## src/rtl/audio_i2s_frame_sched.sv

```systemverilog
// I2S bit/word clock generator and frame scheduler: buffers up to two stereo
// frames and hands a frame-stable L/R pair to the serializer at each frame boundary.
module audio_i2s_frame_sched #(
    parameter int DW          = 16,
    parameter int BCK_DIV     = 4,
    parameter int BITS_PER_CH = 32
) (
    input  logic          mCLK,
    input  logic          iRST_N,
    input  logic          iENABLE,
    input  logic          iSAMPLE_VALID,
    input  logic [DW-1:0] iLSAMPLE,
    input  logic [DW-1:0] iRSAMPLE,
    output logic          oSAMPLE_READY,
    output logic          oSAMPLE_REQ,
    output logic          oAUD_BCK,
    output logic          oAUD_LRCK,
    output logic [DW-1:0] oLSOUND,
    output logic [DW-1:0] oRSOUND,
    output logic [1:0]    oFIFO_LEVEL,
    output logic [7:0]    oUNDERRUN_CNT
);

    localparam int DIV_W = (BCK_DIV > 1) ? $clog2(BCK_DIV) : 1;
    localparam int BIT_W = $clog2(2 * BITS_PER_CH);
    localparam logic [DIV_W-1:0] DIV_LAST = DIV_W'(BCK_DIV - 1);
    localparam logic [BIT_W-1:0] BIT_LAST = BIT_W'(2 * BITS_PER_CH - 1);
    localparam logic [BIT_W-1:0] BIT_HALF = BIT_W'(BITS_PER_CH);

    logic [DIV_W-1:0]  r_div_cnt;
    logic [BIT_W-1:0]  r_bit_cnt;
    logic              r_bck;
    logic              r_lrck;
    logic              r_req;
    logic [DW-1:0]     r_lsound;
    logic [DW-1:0]     r_rsound;
    logic [1:0]        r_level;
    logic [7:0]        r_underrun;
    logic [2*DW-1:0]   r_fifo [2];

    logic              w_div_wrap;
    logic              w_fall_tick;
    logic              w_boundary;
    logic              w_push;
    logic              w_pop;
    logic [DIV_W-1:0]  w_div_next;
    logic [BIT_W-1:0]  w_bit_next;

    assign w_div_wrap  = (r_div_cnt == DIV_LAST);
    assign w_div_next  = w_div_wrap ? '0 : r_div_cnt + DIV_W'(1);
    assign w_fall_tick = iENABLE && w_div_wrap && r_bck;
    assign w_bit_next  = (r_bit_cnt == BIT_LAST) ? '0 : r_bit_cnt + BIT_W'(1);
    assign w_boundary  = w_fall_tick && (r_bit_cnt == BIT_LAST);
    // READY depends on the registered level only, so upstream sees no comb path from VALID.
    assign w_push      = iSAMPLE_VALID && (r_level < 2'd2);
    assign w_pop       = w_boundary && (r_level != 2'd0);

    always_ff @(posedge mCLK or negedge iRST_N) begin
        if (!iRST_N) begin
            r_div_cnt  <= '0;
            r_bit_cnt  <= '0;
            r_bck      <= 1'b0;
            r_lrck     <= 1'b0;
            r_req      <= 1'b0;
            r_lsound   <= '0;
            r_rsound   <= '0;
            r_level    <= 2'd0;
            r_underrun <= 8'd0;
            r_fifo[0]  <= '0;
            r_fifo[1]  <= '0;
        end else begin
            if (!iENABLE) begin
                r_div_cnt <= '0;
                r_bit_cnt <= '0;
                r_bck     <= 1'b0;
                r_lrck    <= 1'b0;
            end else begin
                r_div_cnt <= w_div_next;
                if (w_div_wrap)
                    r_bck <= ~r_bck;
                if (w_fall_tick) begin
                    r_bit_cnt <= w_bit_next;
                    r_lrck    <= (w_bit_next >= BIT_HALF);
                end
            end

            r_req <= w_boundary;

            // A push landing in the boundary cycle never bypasses the FIFO.
            if (w_boundary) begin
                if (r_level != 2'd0) begin
                    r_lsound <= r_fifo[0][2*DW-1:DW];
                    r_rsound <= r_fifo[0][DW-1:0];
                end else begin
                    r_lsound <= '0;
                    r_rsound <= '0;
                    if (r_underrun != 8'hFF)
                        r_underrun <= r_underrun + 8'd1;
                end
            end

            if (w_pop && w_push) begin
                r_fifo[0] <= {iLSAMPLE, iRSAMPLE};
            end else if (w_pop) begin
                r_fifo[0] <= r_fifo[1];
                r_level   <= r_level - 2'd1;
            end else if (w_push) begin
                r_fifo[r_level[0]] <= {iLSAMPLE, iRSAMPLE};
                r_level            <= r_level + 2'd1;
            end
        end
    end

    assign oSAMPLE_READY = (r_level < 2'd2);
    assign oSAMPLE_REQ   = r_req;
    assign oAUD_BCK      = r_bck;
    assign oAUD_LRCK     = r_lrck;
    assign oLSOUND       = r_lsound;
    assign oRSOUND       = r_rsound;
    assign oFIFO_LEVEL   = r_level;
    assign oUNDERRUN_CNT = r_underrun;

endmodule

```

## config.mk

```make
export PLATFORM = sky130hd
export DESIGN_NAME = audio_i2s_frame_sched
export DESIGN_NICKNAME = d
export VERILOG_FILES = /design/src/rtl/audio_i2s_frame_sched.sv
export SDC_FILE = /design/constraint.sdc
export NUM_CORES = 1
export LEC_CHECK = 0
export ABC_AREA = 1
export CAP_MARGIN = 10
export CORE_MARGIN = 1
export CORE_UTILIZATION = 58
export DETAILED_ROUTE_END_ITERATION = 6
export PLACE_DENSITY = 0.85
export SYNTH_ARGS = -nofsm -noshare
export SYNTH_HDL_FRONTEND = slang
export SYNTH_SLANG_ARGS = --single-unit
```

## constraint.sdc

```tcl
create_clock -name mCLK -period 5.1 [get_ports mCLK]
set_input_delay 0.51 -clock mCLK [delete_from_list [all_inputs] [get_ports mCLK]]
set_output_delay 0.51 -clock mCLK [all_outputs]
set_load 0.05 [all_outputs]
```

======== Word-level counts from Yosys, hierarchy flattened ========
Cells that the tools add are included.
storage, ports and cells
  output and inout bits ................... 46
  register bits ........................... 117
  word-level logic and storage cells ...... 62
operators by class
  muxes and demuxes ....................... 19
  reduce and logical (&&, ||, !) cells .... 13
  eq/ne operators ......................... 5
  bitwise gates (word level) .............. 5
  $add $sub $neg .......................... 5
  magnitude comparators ................... 4
operators by type and width
  kind                                                       count
  two-way mux 32 bit                                         3
  bitwise mux 64 bit                                         1
  two-way mux 64 bit                                         1
  demux 32 bit (select 1 bit)                                1
  two-way mux 16 bit                                         2
  two-way mux 6 bit                                          3
  adder 8 x 1 -> 8 bit (second input constant)               1
  two-way mux 2 bit                                          4
  inequality test 8 bit (second input constant)              1
  logical AND 1 bit                                          7
  adder 6 x 1 -> 6 bit (second input constant)               1
  == test 6 bit (second input constant)                      1
  greater-or-equal comparator 6 bit (second input constant)  1
  AND reduction 3 bit                                        2
  adder 2 x 1 -> 2 bit (second input constant)               2
  two-way mux 1 bit                                          4
  inequality test 2 x 1 -> 1 bit (second input constant)     2
  NOT 1 bit                                                  4
  nonzero test 2 bit                                         2
  nonzero test 3 bit                                         1
  == test 2 bit (second input constant)                      1
  greater-or-equal comparator 2 bit (second input constant)  1
  < comparator 2 x 1 -> 1 bit (second input constant)        1
  < comparator 2 bit (second input constant)                 1
  other kinds (3)                                            3

======== Depth between registers and ports, before layout ========
Gate-level depths: netlist of the first run.
  depth in word-level cells ............... 9
  gate-level depth with buffers ........... 18
  gate-level depth less buffers ........... 15

======== Worst setup path before layout of the first run ========
Ideal clock, no wire load.
  path kind ............................... register to register
  from .................................... register r_level[0], in the netlist oFIFO_LEVEL[0]
  to ...................................... register r_fifo[34] (netlist name)
  arrival ................................. 2.363 ns
  setup time .............................. 0.065 ns
  stages on the path, launching flop included .. 16
  data required time ...................... 5.035 ns
  path slack .............................. 2.672 ns
  path through ............................ dfrtp_1 > nor2_2 > inv_2 > nand2_2 > clkinv_2 > buf_6 > ha_1 > buf_2 > inv_2 > nand3_1 > nor2_1 > nand2_1 > nand2_2 > buf_2 > nand2_1 > nand2_1
between the ends
  longest elaborated chain between the ends .. 9
  elaborated cells on any way between the ends .. 16
  classes of those cells .................. 3 x order compare; 6 x mux; 1 x bitwise; 6 x reduce/logical
ends and longest elaborated chain
  element                                                                                                 line  RTL
  start, declared                                                                                         37    logic [1:0] r_level;
  start signal, assigned                                                                                  106   r_level <= r_level - 2'd1;
  start signal, assigned                                                                                  109   r_level <= r_level + 2'd1;
  NOT 1 -> 2 bit (not written as such)                                                                    108   r_fifo[r_level[0]] <= {iLSAMPLE, iRSAMPLE};
  greater-or-equal comparator 2 bit (not written as such) or < comparator 2 x 1 -> 1 bit (tied branches)  108
  logical AND 1 bit (not written as such)                                                                 108
  two-way mux 32 bit (not written as such)                                                                108
  demux 32 bit (select 1 bit)                                                                             108
  bitwise mux 64 bit                                                                                      108
  two-way mux 64 bit                                                                                      107   end else if (w_push) begin
  two-way mux 32 bit                                                                                      104   end else if (w_pop) begin
  two-way mux 32 bit                                                                                      102   if (w_pop && w_push) begin
  end signal, assigned by index                                                                           108
  end, declared                                                                                           39    logic [2*DW-1:0] r_fifo [2];
Several ways; a longest one is shown, not always the timed one. The select of a mux whose other input is x is not followed.
A chain may end at the register's enable or synchronous reset.

======== Final worst setup path of the first run ========
  from .................................... register r_level[0], in the netlist oFIFO_LEVEL[0]
  to ...................................... register r_fifo[54] (netlist name)
The elaborated chain is that of the path after synthesis.

==> results of run 1 <==
state kept, by name, summed over array words and instances, names as in the netlist:
register	count
r_div_cnt	2
oLSOUND	16
oRSOUND	16
r_bit_cnt	6
oAUD_BCK	1
oSAMPLE_REQ	1
r_fifo	64
oFIFO_LEVEL	2
oAUD_LRCK	1
oUNDERRUN_CNT	8
path summary, 6_finish.rpt:
path	from	end	slack, ns
max reg2reg	oFIFO_LEVEL[0]	r_fifo[54]	1.83
min in group mCLK	r_div_cnt[0]	r_div_cnt[0]	0.44
min	iRST_N	oRSOUND[9]	0.08
min reg2reg	r_div_cnt[0]	r_div_cnt[0]	0.44
max in group asynchronous	iRST_N	r_fifo[51]	3.88
max	oFIFO_LEVEL[0]	r_fifo[54]	1.83
routing by layer:
metal | GRT usage | vias to the layer above | wire length (um)
li1 | - | 2315 | -
met1 | 0.382 | 2352 | 5470
met2 | 0.456 | 218 | 6380
met3 | 0.0583 | 22 | 924
met4 | 0.118 | 0 | 252
met5 | 0 | - | 0
power groups by stage:
stage	Clock (W)	Sequential (W)	Combinational, W
after floorplan	0	0.00124	0.000442
after global placement	0	0.00122	0.000612
after detailed placement	0	0.00123	0.000642
after CTS	0.00125	0.00122	0.000659
after global routing	0.00130	0.00124	0.000742
final	0.00125	0.00122	0.000660
cells by family (layout without fill, tap and decap cells):
kind of cell,after synthesis,in the layout
xor+xnor,6,6
simple gates,436,436
compound gates,47,47
flops,117,117
fa+ha+maj,6,6
buf+inv,88,169
through the flow:
step | setup WS, ns | utilization | total power, W | hold WS (ns)
global route | 1.52 | 0.751 | 0.00328 | 0.159
finish | 1.83 | 0.751 | 0.00313 | 0.0764
CTS | 1.85 | 0.751 | 0.00313 | 0.115
floorplan | 2.67 | - | 0.00169 | 0.214
global placement | 1.78 | 0.683 | 0.00183 | 0.420
detailed placement | 1.60 | 0.683 | 0.00187 | 0.432
critical path: cells and delay by family (launching register included):
family	cells	cell delay, ns
AND/OR/NAND/NOR	8	1.61
buffers and inverters	3	0.73
adder cells (fa/ha/maj)	1	0.38
flip-flops	1	0.47
area by class of cell:
type | count | share of cell area
Sequential cell | 117 | 0.424
Multi-Input combinational cell | 495 | 0.315
Timing Repair Buffer | 84 | 0.120
Clock buffer | 20 | 0.0659
Inverter | 53 | 0.0293
Clock inverter | 12 | 0.0255
Tap cell | 111 | 0.0201
layout by cell type, fill, tap and decap left out, drive strengths merged, types with 5 or more instances in the layout:
cell type	count
nand4	32
a21oi	38
nor2	81
inv	52
ha	6
clkbuf	20
nand2	306
clkdlybuf4s50	80
o21ai	7
nand3	14
dfrtp	117
clkinvlp	5
==> results by group, run 1 <==
Finish
  • Fin nets: roughly 800
  • Final std cells w/o fill: a little under 900
  • Storage cell area: between 2000 and 3000 um2
  • Area of the multi-input gates: ~2200 um2
  • # fillers: 632
  • Layout cells sized above 1: 0.0691
  • Ant. Diodes: 0
  • Layout area overhead: 25.6%
  • Fin area: between 6000 and 7000 um2

Global routing
  • Vias in the first global route: around 4600
  • Tot GR Track Use: 0.284
  • First-pass GRT wire length: 21.8 mm
  • Initial antenna violation count: 0
  • GR Overflow Total: 0
  • Largest net degree at the start of global routing: a little under 70

Placement
  • Number of port buffers: just over 80
  • Dpl cell area: approximately 6300 um2
  • Cells after DPL: 860
  • GPL Wtd Cong: between 0.8 and 0.9
  • DPL Wire Length: 7.77 mm

Power
  • PD cells: around 450 nW/um2
  • Reg power frac: 0.390
  • Switching part of the total: 0.312
  • Share of total power in the clock network: 0.399
  • Internal cell power: between 0.002 and 0.0025 W
  • Switch Pwr: approximately 0.001 W
  • Worst ir drop on vdd: ~0.00027 V
  • Leak Pwr: 3.70 nW
  • Comb power frac: 0.211

Timing
  • Post-layout min period: between 3 and 4 ns
  • Worst Tran Pin Value: 1.14 ns
  • RSZ-0062 raised after global routing: no
  • Max_slew headroom: 0.237
  • Final setup TNS: 0 ns
  • Final hold vios: 0
  • Setup violators final: 0
  • Maximum clock frequency: around 310 MHz
  • Skew final: approximately 0.008 ns
  • Final worst-path cycle share: 0.642
  • Slew Viols, Final: 0

Floorplan
  • Core area: 9200 um2
  • Ports: 82
  • Width of the die: 99.4 um
  • Starting density of the core: 0.599
  • Die Y: between 90 and 100 um
  • Die area: 9880 um2
  • Row cnt: 35

Clock network
  • TritonCTS buffer count: 17
  • CTS Root Cell: clkbuf_8
  • Clk buf depth: 2
  • CTS resizes: 0
  • Clk sinks: between 100 and 150
  • # Post-CTS Setup Buffers: 0
  • Worst skew pair latency: ~0.52 ns
  • Hold-fix buffers at CTS: 0
  • Clock tree from TritonCTS: built
  • Worst-path clk slew: 0.06 ns
  • Htree depth: 4

Synth
  • Compound-cell area share of the yosys netlist: 0.0461
  • Post-synth EDFFs: 0
  • Yosys top cell by area: dfrtp_1
  • Largest cells by area after synthesis: dfrtp_1 (53%), nand2_1 (21%), nor2_1 (5.3%)
  • Post-Synthesis Cells: 700
  • Post-synthesis average cell area: between 7 and 8 um2
  • Yosys warns: 0
  • Post-Synth Adder-Cell Area: 0.0136
  • Most frequent cell after synthesis: nand2_1
  • Simple-Gate Fraction of Synth Area: 0.326
  • Async SR Flop Fraction: 1.00
  • Seq cells post-synth: roughly 120
  • Mux contribution to synthesized area: 0
  • Syn_nets: 742
  • Primary FF master, synth: dfrtp_1
  • Post-Synth XOR/XNOR Area: 0.00955
  • Share of the synthesized area in the top cell type: 0.532
  • Library cells used by synthesis: 31
  • Register area share after synthesis: 0.532
  • Main combinational cell family by area after synthesis: simple AND/OR/NAND/NOR gates
  • Post-synth top cells: nand2_1 (303), dfrtp_1 (117), nor2_1 (77), inv_1 (48), a21oi_1 (37)
  • Post-Synthesis Cell Area: roughly 5500 um2

Worst setup path
  • Startpoint types: flop
  • Crit Path Class: flop to flop
  • Critical path capture point type: flop
  • CP max stage cell: nand2_2
  • Crit path cell chain: nor2_2 > inv_2 > nand2_2 > clkinv_2 > ha_1 > inv_2 > nand3_1 > nor2_1 > nand2_1 > nand2_2 > nand2_1 > nand2_1
  • Crit path DAT: ~3.7 ns
  • Worst Reg-to-Reg Cells: 12
  • Crit-path max cell delay: between 0.4 and 0.5 ns
  • Most frequent cell on the critical path: nand2_1
  • Req. time, crit path: 5.56 ns
  • CP max FO: 34

Status
  • Status: finished clean

Routing
  • Drt drc: 0
  • Drt wl/cell: ~15 um
  • Drt first pass iters: 5
  • Post-route ant nets: 0
  • Routed WL: approximately 13 mm
  • First DRT Iteration DRCs: 405
  • Via count: around 4900
  • Vias per cell: roughly 5.5

Flow run
  • Max Cap Violations: 0

Min path
  • Hold/Removal Path Class: input pin to asynchronous set/reset pin
No activity file was read; power rests on OpenSTA's default activity.
==> inputs of run 2 (changes only) <==
CORE_UTILIZATION = 54   (was 58)
PLACE_DENSITY = 0.8   (was 0.85)
clock period = 3.1 ns   (was 5.1 ns; I/O delays follow)
==> run 2 against run 1 <==
Clock power is 64% higher. Cell area is 1.3% higher. Flip-flop and latch count stayed put. Die area is 7.3% higher. Critical endpoint is now r_fifo[32]. Via count is 0.35% lower. Routed wire length is 1.1% higher. Core utilization is 3.9 points lower. Combinational power is 68% higher. Cell count is 3.1% higher. Hold slack better by 0.32 ns.
==> results by group, run 2 (same netlist as run 1, synthesis figures left out) <==
Worst setup path
  • Critical path capture point type: flop (unchanged)
  • R2r startpoint: oFIFO_LEVEL[0] (unchanged)
  • Crit path from: oFIFO_LEVEL[0] (unchanged)
  • Crit path DAT: 3.33 ns (was 3.73 ns)
  • Startpoint types: flop (unchanged)
  • CP max FO: 34 (unchanged)
  • Crit Path Class: flop to flop (unchanged)
  • Req. time, crit path: 3.56 ns (was 5.56 ns)

Timing
  • Max_slew headroom: 0.479 (was 0.237)
  • Maximum clock frequency: 349 MHz (was 305 MHz)
  • Final worst slack: 0.237 ns (was 1.83 ns)
  • Skew final: 0.0100 ns (was 0.00787 ns)
  • RSZ-0062 raised after global routing: no (unchanged)
  • Final setup TNS: 0 ns (unchanged)
  • Final worst-path cycle share: 0.923 (was 0.642)
  • Post-layout min period: 2.86 ns (was 3.27 ns)
  • Setup violators final: 0 (unchanged)
  • Slew Viols, Final: 0 (unchanged)
  • Hold slack: 0.397 ns (was 0.0764 ns)
  • Worst Tran Pin Value: 0.782 ns (was 1.14 ns)
  • Final hold vios: 0 (unchanged)

Finish
  • Reg with most FFs: r_fifo (unchanged)
  • Fin area: 7000 um2 (was 6910 um2)
  • Commonest non-fill, non-tap cell in the layout: nand2_1 (unchanged)
  • Layout cells sized above 1: 0.0724 (was 0.0691)
  • Finished Core Util: 0.713 (was 0.751)
  • Most frequent cells in the layout: nand2_1 (302), dfrtp_1 (117), clkdlybuf4s50_1 (80) (unchanged)
  • Layout area overhead: 27.2% (was 25.6%)
  • Largest register FFs: 64 (unchanged)
  • Ant. Diodes: 0 (unchanged)
  • Fin nets: 817 (was 810)

Min path
  • Worst hold start: iLSAMPLE[9]
  • Hold/Removal Path Class: input pin to flop (was input pin to asynchronous set/reset pin)

Global routing
  • GR Overflow Total: 0 (unchanged)
  • Vias in the first global route: 4796 (was 4639)
  • GR Util met2: 0.461 (was 0.456)
  • Tot GR Track Use: 0.275 (was 0.284)
  • GR Util met1: 0.345 (was 0.382)
  • Largest net degree at the start of global routing: 61 (was 68)
  • GRT met3 Usage: 0.0522 (was 0.0583)
  • Most Used Layer, Global Route: met2 (unchanged)
  • Initial antenna violation count: 0 (unchanged)
  • First-pass GRT wire length: 22.0 mm (was 21.8 mm)

Routing
  • Vias per cell: 5.32 (was 5.50)
  • Post-route ant nets: 0 (unchanged)
  • Routed WL: 13.2 mm (was 13.0 mm)
  • Drt first pass iters: 7 (was 5)
  • Drt drc: 0 (unchanged)
  • First DRT Iteration DRCs: 273 (was 405)
  • Via count: 4890 (was 4907)
  • Drt wl/cell: 14.3 um (was 14.6 um)

Floorplan
  • Core area: 9820 um2 (was 9200 um2)
  • Width of the die: 103 um (was 99.4 um)
  • Die Y: 103 um (was 99.4 um)
  • Starting density of the core: 0.561 (was 0.599)
  • Die area: 10600 um2 (was 9880 um2)
  • Ports: 82 (unchanged)
  • Row cnt: 36 (was 35)

Placement
  • GPL Wtd Cong: 0.797 (was 0.877)
  • Dpl ws: 0.199 ns (was 1.60 ns)
  • Dpl cell area: 6380 um2 (was 6280 um2)
  • DPL Wire Length: 7.87 mm (was 7.77 mm)
  • Number of port buffers: 81 (unchanged)

Clock network
  • Clock tree from TritonCTS: built (unchanged)
  • CTS resizes: 0 (unchanged)
  • CTS Root Cell: clkbuf_8 (unchanged)
  • Worst skew pair latency: 0.53 ns (was 0.52 ns)
  • Clk sinks: 117 (unchanged)
  • Htree depth: 4 (unchanged)
  • Clk buf depth: 2 (unchanged)
  • TritonCTS buffer count: 17 (unchanged)
  • Worst-path clk slew: 0.06 ns (about the same)
  • # Post-CTS Setup Buffers: 0 (unchanged)

Power
  • Worst ir drop on vdd: 0.000708 V (was 0.000268 V)
  • PD cells: 738 nW/um2 (was 453 nW/um2)
  • Leak Pwr: 3.75 nW (was 3.70 nW)

Status
  • Status: finished clean (unchanged)

Flow run
  • Max Cap Violations: 0 (unchanged)
## run 2: cell count changes in the layout (fill, tap and decap cells not counted), sizes merged
cell / delta
clkinvlp: -3
dlygate4sd3: +1
buf: +6
clkbuf: +2
## run 2: cell type report
class | count | area [um2]
multi-input combinational | 495 | 2180
clock inverter | 9 | 150
inverter | 53 | 203
sequential | 117 | 2930
tap | 133 | 166
clock buffer | 22 | 463
timing repair buffer | 91 | 911
fill | 750 | 2820
## run 2: critical path, stage by stage (launching register included)
cell and delay, ns:
dfrtp_1 0.47, nor2_2 0.19, inv_2 0.27, nand2_2 0.21
clkinv_2 0.07, ha_1 0.21, inv_2 0.08, nand3_1 0.07
nor2_1 0.26, nand2_1 0.14, nand2_2 0.53, nand2_1 0.14
nand2_1 0.13
## run 2: path summary, 6_finish.rpt
check / to / slack, ns / depth (start not counted)
max: r_fifo[32] / 0.24 / 12
min: r_fifo[25] / 0.40 / 3
max reg2reg: r_fifo[32] / 0.24 / 12
min reg2reg: r_div_cnt[0] / 0.44 / 1
max in group asynchronous: r_bit_cnt[5] / 1.80 / 3
min in group asynchronous: oRSOUND[7] / 0.41 / 2
## run 2: through the flow
step / total power (W) / std cells
2_1_floorplan: 0.00277 / 700
6_report: 0.00516 / 920
4_1_cts: 0.00516 / 920
3_3_place_gp: 0.00304 / 888
3_5_place_dp: 0.00309 / 888
5_1_grt: 0.00540 / 920
## run 2: per-layer routing
metal / up-vias / routed length [um]
li1: 2326 / -
met1: 2325 / 5490
met2: 217 / 6610
met3: 22 / 813
met4: 0 / 252
met5: - / 0
## run 2: what timing repair did
| action | 4_1_cts | 5_1_grt |
|---|---|---|
| hold buffers | 1 | 0 |
| endpoints found under the setup margin | 0 | 0 |
| endpoints found under the hold margin | 58 | 0 |
## run 2: power by group
group,internal [W],total (W),leakage (nW),switching (W)
combinational,0.000357,0.00111,1.94,0.000753
sequential,0.00184,0.00200,1.51,0.000159
clock,0.00136,0.00205,0.297,0.000690
total,0.00356,0.00516,3.75,0.00160
